<file path="src/rtl/gpif_transfer_sched.sv">
// Per-frame GPIF DMA transfer sequencer: issues the full transfers, then final1 and final2,
// tracks completion and pulses o_frame_done when the whole frame has been written.
module gpif_transfer_sched #(
    parameter int REG_WD     = 32,
    parameter int BYTE_SHIFT = 2
) (
    input  logic              clk_gpif,
    input  logic              reset_gpif,
    input  logic              i_stream_enable_gpif,
    input  logic [REG_WD-1:0] iv_si_payload_transfer_size,
    input  logic [REG_WD-1:0] iv_si_payload_transfer_count,
    input  logic [REG_WD-1:0] iv_si_payload_final_transfer1_size,
    input  logic [REG_WD-1:0] iv_si_payload_final_transfer2_size,
    input  logic              i_frame_start,
    output logic              o_xfer_req,
    output logic [REG_WD-1:0] ov_xfer_beats,
    output logic [1:0]        ov_xfer_type,
    output logic [REG_WD-1:0] ov_xfer_index,
    input  logic              i_xfer_ack,
    input  logic              i_xfer_done,
    output logic              o_frame_done,
    output logic              o_busy
);

    typedef enum logic [2:0] {
        S_IDLE,
        S_LATCH,
        S_REQ,
        S_WAIT,
        S_DONE
    } state_t;

    localparam logic [1:0] T_FULL = 2'd0;
    localparam logic [1:0] T_FIN1 = 2'd1;
    localparam logic [1:0] T_FIN2 = 2'd2;

    // One bit of headroom keeps the round-up add from overflowing near the top of the range.
    function automatic logic [REG_WD-1:0] to_beats(input logic [REG_WD-1:0] size);
        logic [REG_WD:0] sum;
        sum = {1'b0, size} + (REG_WD+1)'((1 << BYTE_SHIFT) - 1);
        return REG_WD'(sum >> BYTE_SHIFT);
    endfunction

    state_t            state_q, state_d;
    logic [REG_WD-1:0] full_beats_q, full_beats_d;
    logic [REG_WD-1:0] fin1_beats_q, fin1_beats_d;
    logic [REG_WD-1:0] fin2_beats_q, fin2_beats_d;
    logic [REG_WD-1:0] remaining_q, remaining_d;
    logic [REG_WD-1:0] full_idx_q, full_idx_d;
    logic              fin1_pend_q, fin1_pend_d;
    logic              fin2_pend_q, fin2_pend_d;
    logic [1:0]        xfer_type_q, xfer_type_d;
    logic [REG_WD-1:0] xfer_beats_q, xfer_beats_d;
    logic [REG_WD-1:0] xfer_index_q, xfer_index_d;

    logic [REG_WD-1:0] lat_full, lat_fin1, lat_fin2;
    logic [REG_WD-1:0] src_full, src_fin1, src_fin2, src_rem, src_idx;
    logic              src_f1p, src_f2p;
    logic              sel_done, sel_f1p, sel_f2p;
    logic [1:0]        sel_type;
    logic [REG_WD-1:0] sel_beats, sel_idx, sel_rem, sel_next_idx;
    logic              take_sel;

    // Next-selection rule. In LATCH it works on the live register inputs, since the
    // shadow copies are only loaded at the end of that cycle.
    always_comb begin
        lat_full = to_beats(iv_si_payload_transfer_size);
        lat_fin1 = to_beats(iv_si_payload_final_transfer1_size);
        lat_fin2 = to_beats(iv_si_payload_final_transfer2_size);

        if (state_q == S_LATCH) begin
            src_full = lat_full;
            src_fin1 = lat_fin1;
            src_fin2 = lat_fin2;
            src_rem  = iv_si_payload_transfer_count;
            src_idx  = '0;
            src_f1p  = (lat_fin1 != '0);
            src_f2p  = (lat_fin2 != '0);
        end else begin
            src_full = full_beats_q;
            src_fin1 = fin1_beats_q;
            src_fin2 = fin2_beats_q;
            src_rem  = remaining_q;
            src_idx  = full_idx_q;
            src_f1p  = fin1_pend_q;
            src_f2p  = fin2_pend_q;
        end

        sel_done     = 1'b0;
        sel_type     = T_FULL;
        sel_beats    = src_full;
        sel_idx      = src_idx;
        sel_rem      = src_rem;
        sel_next_idx = src_idx;
        sel_f1p      = src_f1p;
        sel_f2p      = src_f2p;

        if (src_rem != '0 && src_full != '0) begin
            sel_rem      = src_rem - 1'b1;
            sel_next_idx = src_idx + 1'b1;
        end else if (src_f1p) begin
            sel_type  = T_FIN1;
            sel_beats = src_fin1;
            sel_idx   = '0;
            sel_f1p   = 1'b0;
        end else if (src_f2p) begin
            sel_type  = T_FIN2;
            sel_beats = src_fin2;
            sel_idx   = '0;
            sel_f2p   = 1'b0;
        end else begin
            sel_done = 1'b1;
        end
    end

    always_comb begin
        // NOTE: every _d starts as its _q so no path through the case leaves a latch behind.
        state_d      = state_q;
        full_beats_d = full_beats_q;
        fin1_beats_d = fin1_beats_q;
        fin2_beats_d = fin2_beats_q;
        remaining_d  = remaining_q;
        full_idx_d   = full_idx_q;
        fin1_pend_d  = fin1_pend_q;
        fin2_pend_d  = fin2_pend_q;
        xfer_type_d  = xfer_type_q;
        xfer_beats_d = xfer_beats_q;
        xfer_index_d = xfer_index_q;
        take_sel     = 1'b0;

        case (state_q)
            S_IDLE: begin
                if (i_frame_start && i_stream_enable_gpif) state_d = S_LATCH;
            end
            S_LATCH: begin
                full_beats_d = lat_full;
                fin1_beats_d = lat_fin1;
                fin2_beats_d = lat_fin2;
                take_sel     = 1'b1;
            end
            S_REQ: begin
                // An ack with done in the same cycle is a completed transfer.
                if (i_xfer_ack && i_xfer_done) begin
                    if (i_stream_enable_gpif) take_sel = 1'b1;
                    else                      state_d  = S_IDLE;
                end else if (i_xfer_ack) begin
                    state_d = S_WAIT;
                end else if (!i_stream_enable_gpif) begin
                    state_d = S_IDLE;
                end
            end
            S_WAIT: begin
                if (i_xfer_done) begin
                    if (i_stream_enable_gpif) take_sel = 1'b1;
                    else                      state_d  = S_IDLE;
                end
            end
            S_DONE:  state_d = S_IDLE;
            default: state_d = S_IDLE;
        endcase

        if (take_sel) begin
            remaining_d = sel_rem;
            full_idx_d  = sel_next_idx;
            fin1_pend_d = sel_f1p;
            fin2_pend_d = sel_f2p;
            if (sel_done) begin
                state_d = S_DONE;
            end else begin
                state_d      = S_REQ;
                xfer_type_d  = sel_type;
                xfer_beats_d = sel_beats;
                xfer_index_d = sel_idx;
            end
        end
    end

    // NOTE: state is held in flops updated with non-blocking assignments only.
    always_ff @(posedge clk_gpif or posedge reset_gpif) begin
        if (reset_gpif) begin
            state_q      <= S_IDLE;
            full_beats_q <= '0;
            fin1_beats_q <= '0;
            fin2_beats_q <= '0;
            remaining_q  <= '0;
            full_idx_q   <= '0;
            fin1_pend_q  <= 1'b0;
            fin2_pend_q  <= 1'b0;
            xfer_type_q  <= T_FULL;
            xfer_beats_q <= '0;
            xfer_index_q <= '0;
        end else begin
            state_q      <= state_d;
            full_beats_q <= full_beats_d;
            fin1_beats_q <= fin1_beats_d;
            fin2_beats_q <= fin2_beats_d;
            remaining_q  <= remaining_d;
            full_idx_q   <= full_idx_d;
            fin1_pend_q  <= fin1_pend_d;
            fin2_pend_q  <= fin2_pend_d;
            xfer_type_q  <= xfer_type_d;
            xfer_beats_q <= xfer_beats_d;
            xfer_index_q <= xfer_index_d;
        end
    end

    assign o_xfer_req    = (state_q == S_REQ);
    assign o_frame_done  = (state_q == S_DONE);
    assign o_busy        = (state_q != S_IDLE);
    assign ov_xfer_type  = xfer_type_q;
    assign ov_xfer_beats = xfer_beats_q;
    assign ov_xfer_index = xfer_index_q;

endmodule

</file>
<file path="config.mk">
export PLATFORM = sky130hd
export DESIGN_NAME = gpif_transfer_sched
export DESIGN_NICKNAME = d
export VERILOG_FILES = /design/src/rtl/gpif_transfer_sched.sv
export SDC_FILE = /design/constraint.sdc
export NUM_CORES = 1
export LEC_CHECK = 0
export CAP_MARGIN = 20
export CORE_MARGIN = 5
export CORE_UTILIZATION = 40
export DETAILED_ROUTE_END_ITERATION = 16
export HOLD_SLACK_MARGIN = 0.08
export PLACE_DENSITY = 0.65
export SLEW_MARGIN = 20
export SYNTH_ARGS = -nofsm -noshare
export SYNTH_HDL_FRONTEND = slang
export SYNTH_SLANG_ARGS = --single-unit
</file>
<file path="constraint.sdc">
create_clock -name clk_gpif -period 19.7 [get_ports clk_gpif]
set_input_delay 2.955 -clock clk_gpif [delete_from_list [all_inputs] [get_ports clk_gpif]]
set_output_delay 2.955 -clock clk_gpif [all_outputs]
set_load 0.02 [all_outputs]
</file>
# Word-level counts from Yosys, hierarchy flattened
# Cells that the tools add are included.
# totals
regBits	231
in_bits	134
out_inout_bits	69
wordCells	71
# op_classes
n_addsub	5
n_eq_ne	7
n_mux	36
n_bitwise	1
reduce_logical	11
# ops
op	count
32-bit two-way mux	13
32-bit nonzero test	4
32-bit by 2-bit adder with 33-bit output, second input constant	3
32-bit by 1-bit adder with 32-bit output, second input constant	1
32-bit by 1-bit subtractor with 32-bit output, second input constant	1
3-bit two-way mux	7
3-bit case mux with 4 select lines	1
1-bit two-way mux	11
3-bit by 2-bit == test with 1-bit output, second input constant	2
2-bit two-way mux	3
3-bit inequality test, second input constant	2
3-bit by 1-bit == test with 1-bit output, second input constant	1
3-bit == test, second input constant	1
1-bit logical AND	3
3-bit logical NOT	1
1-bit case mux with 3 select lines	1
3-bit AND reduction	1
3-bit nonzero test	1
2-bit inequality test, second input constant	1
2-bit AND reduction	1
1-bit inverter	1

# Longest topological paths before layout
# Gate-level depths: netlist (run 1).
# logic_depth
depth_word	8
depth_mapped	21
mapped_depth_nobuf	11

# Worst setup path after synthesis (run 1)
# Ideal clock, no wire load.
# synth_path
path_kind	input port to flip-flop
startpoint	in iv_si_payload_transfer_count[5]
endpoint	reg remaining_q[25]
setup_time_ns	0.122
t_arrival_ns	5.864
required_ns	19.578
slack_ns	13.714
cell_stages	12
n_path_buf	2
cell_sequence	or4_1 -> nor4_2 -> o21ai_1 -> or3_1 -> or3_1 -> clkbuf_1 -> or3_4 -> o31ai_4 -> buf_6 -> nor4_2 -> mux2i_1 -> a2111oi_1
# synth_via
elab_chain_cells	4
word_cells_on_any_way	5
cone_classes	add/sub (1); mux (2); reduce/logical (2)
# synth_rtl
element	line	rtl
start, declared	11	input logic [REG_WD-1:0] iv_si_payload_transfer_count,
32-bit two-way mux *	71	if (state_q == S_LATCH) begin
branches (longest 2 deep; another with 32-bit by 1-bit subtractor with 32-bit output)	--	
32-bit two-way mux *	98	if (src_rem != '0 && src_full != '0) begin
end signal, assigned	197	remaining_q <= remaining_d;
end, declared	48	logic [REG_WD-1:0] remaining_q, remaining_d;
# Mark *: on every way between the ends.
# A chain may end at the register's enable or synchronous reset.

# Final worst setup path (run 1)
# layout_path
startpoint	in iv_si_payload_transfer_size[4]
endpoint	reg xfer_beats_q[27], in the netlist ov_xfer_beats[27]
# layout_via
elab_chain_cells	7
word_cells_on_any_way	10
cone_classes	add/sub (1); mux (5); bitwise (1); reduce/logical (3)
# layout_rtl
element	line	rtl
start, declared	10	input logic [REG_WD-1:0] iv_si_payload_transfer_size,
32-bit by 2-bit adder with 33-bit output *	40	sum = {1'b0, size} + (REG_WD+1)'((1 << BYTE_SHIFT) - 1);
32-bit two-way mux *	--	
32-bit nonzero test	98	
1-bit logical AND	98	
1-bit two-way mux	98	
1-bit inverter (no line)	--	
2-bit AND reduction (no line)	--	
end signal, assigned	202	xfer_beats_q <= xfer_beats_d;
end, declared	53	logic [REG_WD-1:0] xfer_beats_q, xfer_beats_d;
# Every way passes the cells marked *; elsewhere a longest branch is shown, timed or not.

==> flow_summary.yaml, run 1 <==
setup_path:
  crit_path_max_fanout: 63
  crit_type: "in -> reg"
  r2r_start: "state_q[2]"
  setup.worst_path.start_class: "primary input"
  worstPathArrival_ps: 7680
  r2r_slack_ps: 13730
  cp-endpoint: "ov_xfer_beats[27]"
  worstPathRequired_ps: 20170
  end_kind: "flop"
  r2r-end: "ov_xfer_beats[27]"
  startpoint: "iv_si_payload_transfer_size[4]"
  r2r_cells: 13
die:
  num_rows: 67
  core_um2: 33400
  dieArea_um2: 37600
  fp.dieW_um: 194
  dieHeight_um: 194
  ios: 203
  initial_core_util_pct: 40.5
final_layout:
  fin_area_um2: 16800
  drive_gt1_share_pct: 5.65
  fillers: 3097
  fin_nets: 1833
  fin_cells: 2165
  antenna_cells_inserted: 0
  area_growth_syn_to_layout_pct: 24.2
  layout_common_cells: "dfrtp_1 (231), clkdlybuf4s50_1 (202), nand2_1 (182)"
  mostFrequentLayoutCell: "dfrtp_1"
sta:
  fin_skew_ps: 15.2
  relSlewSlack_pct: 35.8
  tightest_slew_ps: 963
  max_clock_freq_mhz: 139
  maxSlewViolCount: 0
  fin_tns_setup_ps: 0
  hold-worst-slack_ps: 478
  period_minus_slack_ps: 7210
  finalCritPeriodShare_pct: 36.6
  rsz0062_at_grt: "false"
  finalHoldViolations: 0
  setup_viol: 0
logic_synthesis:
  ys.flop_type: "dfrtp_1"
  ys_types: 80
  ys_ff_latch: 231
  syn_area_per_cell_um2: 8.71
  synth_warnings: 0
  synth_area_um2: 13500
  yosysSeqAreaShare_pct: 42.7
  postSynth.asyncResetShare_pct: 100
  synth_edf_count: 0
  syn-num-nets: 1689
  synthCells: 1553
placed_design:
  place_inst: 2116
  post-dp-hpwl_mm: 30.5
  gp_congestion: 0.916
  placed_area_um2: 15800
  port_buffers: 202
power_and_ir_drop:
  p_per_area_nw_per_um2: 127
  p_leak_nw: 6.52
  vdd.ir_drop.worst_mv: 0.0639
status:
  status: "completed"
global_route:
  grt_pass1_wl_mm: 66.2
  gr-total-overflow: 0
  grt_max_degree: 101
  grt_pass1_vias: 11900
  antenna_found_initial: 1
  grt_use_total_pct: 21.2
cts:
  clk_transition_reported_paths_ps: 60
  cts_resized: 0
  ctsRootBufferMaster: "clkbuf_16"
  htreeDepth: 1
  cts_tree: "built"
  postCtsSetupRepairBufs: 0
  cts_buffers: 26
  clock-sinks: 231
  ctsLongestPathBuffers: 3
  clock_latency_ps: 530
  postCtsHoldBufs: 0
routing:
  drc: 0
  wire_per_inst_um: 19.3
  routed_wl_mm: 41.8
  routed_via_density: 5.78
  ant_nets: 0
  vias: 12500
  dr.pass1.iters: 5
  drt_iter0_drc: 1204
hold_path:
  hold_path_class: "reg -> reg"
  hold_depth: 1
run:
  drv_cap: 0
per-stage QoR:
step | worst slack (ps) | utilization (%) | power (W)
2_1_floorplan | 10410 | - | 0.00128
3_3_place_gp | 11750 | 47.2 | 0.00157
3_5_place_dp | 11600 | 47.3 | 0.00159
4_1_cts | 12170 | 50.2 | 0.00214
5_1_grt | 12120 | 50.2 | 0.00227
6_report | 12490 | 50.2 | 0.00214
final cells by class:
class,count,area [um^2],area share [%]
multi-input cells,1198,7250,43.1
flip-flops and latches,231,5780,34.4
repair buffers,220,2160,12.8
clock buffers,36,749,4.46
well taps,448,561,3.34
clock inverters,12,226,1.35
inverters,20,82.6,0.491
worst min path at each step:
stage / start / endpoint / slack (ps)
after detailed placement: fin2_beats_q[27] / fin2_beats_q[27] / 460
after CTS: fin2_beats_q[10] / fin2_beats_q[10] / 480
after global routing: fin2_beats_q[10] / fin2_beats_q[10] / 500
after floorplan: fin2_beats_q[27] / fin2_beats_q[27] / 440
after global placement: fin2_beats_q[27] / fin2_beats_q[27] / 460
final: fin2_beats_q[10] / fin2_beats_q[10] / 480
worst max-delay path: stages:
cell	delay, ps
clkdlybuf4s50_1	590
nand2_1	200
nor4_1	530
nand3_1	220
xnor2_1	190
a2111oi_0	660
nand4_1	330
o31ai_4	300
buf_4	590
nand2_1	560
a21oi_1	380
a221o_1	160
cells by family after synthesis:
family                   after synthesis  synth area share, %
AND/OR/NAND/NOR                      671                 24.4
AO/OA/AOI/OAI                        386                 19.3
flip-flops                           231                 42.7
buffers and inverters                124                 3.99
XOR/XNOR                             112                 7.25
multiplexers                          27                 2.12
adder cells (fa/ha/maj)                2                0.185
Yosys cell counts (18+ instances only):
master	count	area share, %
o21ai_0	121	4.5
nor3_1	74	2.7
nand2_1	182	5.0
nand4_1	38	1.8
or3_1	23	1.1
buf_2	19	0.70
xnor2_1	66	4.3
a22o_1	37	2.4
a22oi_1	33	1.8
nand3_1	56	2.1
a31oi_1	18	0.83
dfrtp_1	231	43
a21oi_1	51	1.9
xor2_1	46	3.0
clkbuf_1	70	1.9
and3_1	23	1.1
nor4_1	38	1.8
nor2_1	158	4.4
inv_1	20	0.55
flip-flops by register name, summed over array words and instances (netlist names):
name	flops
fin1_beats_q	32
fin1_pend_q	1
fin2_beats_q	32
fin2_pend_q	1
full_beats_q	32
full_idx_q	32
ov_xfer_beats	32
ov_xfer_index	32
ov_xfer_type	2
remaining_q	32
state_q	3
routing by layer:
| layer | vias to the layer above | global-route usage [%] | wire, um |
|---|---|---|---|
| li1 | 5988 | - | - |
| met1 | 5986 | 30.8 | 19000 |
| met2 | 462 | 33.1 | 18900 |
| met3 | 70 | 3.16 | 2620 |
| met4 | 0 | 6.17 | 1310 |
| met5 | - | 0 | 0 |
report_power, final:
| part | internal [W] | total, W | switching (W) |
|---|---|---|---|
| Combinational | 0.000317 | 0.000859 | 0.000541 |
| Sequential | 0.000634 | 0.000732 | 0.0000978 |
| Clock | 0.000345 | 0.000546 | 0.000201 |
| Total | 0.00130 | 0.00214 | 0.000840 |
Power figures use the tool's default switching activity.
==> run 2: changes to the inputs <==
==> constraint.sdc (replaced) <==
create_clock -name clk_gpif -period 6.8 [get_ports clk_gpif]
set_input_delay 1.02 -clock clk_gpif [delete_from_list [all_inputs] [get_ports clk_gpif]]
set_output_delay 1.02 -clock clk_gpif [all_outputs]
set_load 0.02 [all_outputs]
==> flow_summary.yaml, run 2 (synthesized netlist as in run 1, its figures left out) <==
power_and_ir_drop:
  vdd.ir_drop.worst_mv: 0.215
  p_per_area_nw_per_um2: 364
  pwr-share-clk_pct: 24.0
  internal_power_w: 0.00364
  switching_power_w: 0.00246
  p_comb_share_pct: 41.2
  p_leak_nw: 6.50
  seqPwrFrac_pct: 34.8
  swShare_pct: 40.4
sta:
  max_clock_freq_mhz: 198
  tightest_slew_ps: 990
  finalCritPeriodShare_pct: 74.2
  period_minus_slack_ps: 5050
  fin_skew_ps: 8.58
  relSlewSlack_pct: 34.0
  maxSlewViolCount: 0
  setup_viol: 0
  fin_tns_setup_ps: 0
  layout_setup_ws_ps: 1750
  finalHoldViolations: 0
  rsz0062_at_grt: "false"
setup_path:
  worstPathArrival_ps: 5450
  crit_path_max_fanout: 62
  crit_type: "in -> reg"
  crit_family: "simple AND/OR/NAND/NOR gates"
  worstPathRequired_ps: 7210
  cp_cell_sequence: "clkdlybuf4s50_1 > nand2_1 > nor4_1 > nand3_1 > xnor2_1 > a2111oi_0 > nand4_1 > o31ai_4 > buf_4 > or2_2 > nor2_4 > a22o_1"
  setup.worst_path.start_class: "primary input"
  cpPeakStageDelay_ps: 610
  end_kind: "flop"
  r2r_slack_ps: 1990
  crit_slowest_cell: "a2111oi_0"
  cp_num_buf_inv: 2
cts:
  postCtsHoldBufs: 0
  clock-sinks: 231
  cts_buffers: 27
  postCtsSetupRepairBufs: 0
  ctsLongestPathBuffers: 3
  clk_transition_reported_paths_ps: 60
  cts_tree: "built"
  clock_latency_ps: 530
  ctsRootBufferMaster: "clkbuf_16"
  cts_resized: 0
  htreeDepth: 1
final_layout:
  mostFrequentLayoutCell: "dfrtp_1"
  area_growth_syn_to_layout_pct: 23.9
  antenna_cells_inserted: 0
  layout_common_cells: "dfrtp_1 (231), clkdlybuf4s50_1 (202), nand2_1 (182)"
  drive_gt1_share_pct: 6.10
  fin_nets: 1838
die:
  fp.dieW_um: 194
  core_um2: 33400
  ios: 203
  dieHeight_um: 194
  num_rows: 67
  initial_core_util_pct: 40.5
  dieArea_um2: 37600
global_route:
  grt_max_degree: 145
  grt_use_total_pct: 21.3
  gr-total-overflow: 0
  antenna_found_initial: 0
  grt_pass1_vias: 11900
  grt_pass1_wl_mm: 66.5
routing:
  wire_per_inst_um: 19.5
  dr.pass1.iters: 5
  drt_iter0_drc: 1008
  ant_nets: 0
  vias: 12600
  routed_via_density: 5.78
  routed_wl_mm: 42.2
  drc: 0
hold_path:
  hold_path_class: "reg -> reg"
placed_design:
  port_buffers: 202
  gp_congestion: 0.893
  post-dp-hpwl_mm: 31.1
  pre_cts_slack_ps: 1130
run:
  drv_cap: 0
status:
  status: "completed"
## run 2: cell types whose count changed in the layout (fill, tap and decap cells not counted), sizes merged
cell,delta
buf,+4
bufinv,-3
clkbuf,-4
clkinv,+3
clkinvlp,+3
inv,+2
## run 2: layout make-up
type	instances	area, um^2
clock buffers	32	714
clock inverters	17	181
fillers	3161	16700
inverters	20	78.8
multi-input cells	1198	7240
flip-flops and latches	231	5780
well taps	448	561
repair buffers	224	2200
## run 2: routing by layer
metal  vias to the layer above  global-route usage, %  routed length, um
met5                         -                      0                  0
met4                         0                   3.96                756
met3                        52                   3.21               2630
met2                       421                   34.5              19300
met1                      6073                   30.9              19500
li1                       6006                      -                  -
## run 2: worst paths after layout
check / startpoint / endpoint / depth (start not counted)
max: iv_si_payload_transfer_size[4] / ov_xfer_index[21] / 12
min: fin2_beats_q[27] / fin2_beats_q[27] / 1
max reg2reg: state_q[2] / ov_xfer_index[21] / 10
min reg2reg: fin2_beats_q[27] / fin2_beats_q[27] / 1
max in group asynchronous: reset_gpif / remaining_q[19] / 3
min in group asynchronous: reset_gpif / ov_xfer_index[25] / 2
## run 2: power groups by stage
stage | combinational, W | sequential, W | clock, W
finish | 0.00251 | 0.00212 | 0.00146
global route | 0.00277 | 0.00217 | 0.00154
CTS | 0.00250 | 0.00212 | 0.00149
detailed placement | 0.00249 | 0.00214 | 0
global placement | 0.00244 | 0.00213 | 0
floorplan | 0.00153 | 0.00216 | 0
## run 2: through the flow
step	power (W)	hold slack [ps]	area [um^2]	cells	utilization, %
6_report	0.00610	471	16800	2170	50.1
5_1_grt	0.00648	491	16800	2170	50.1
4_1_cts	0.00611	474	16800	2170	50.1
3_5_place_dp	0.00463	461	15900	2121	47.4
3_3_place_gp	0.00456	452	15900	2121	47.4
2_1_floorplan	0.00369	442	13500	1553	-
## run 2: worst register-to-register path: cells and delay by family (launching register included)
| kind | cells | cell delay, ps |
|---|---|---|
| buffers and inverters | 2 | 1240 |
| and+or+nand+nor | 4 | 1380 |
| AOI/OAI and AO/OA | 4 | 1550 |
| DFF | 1 | 530 |
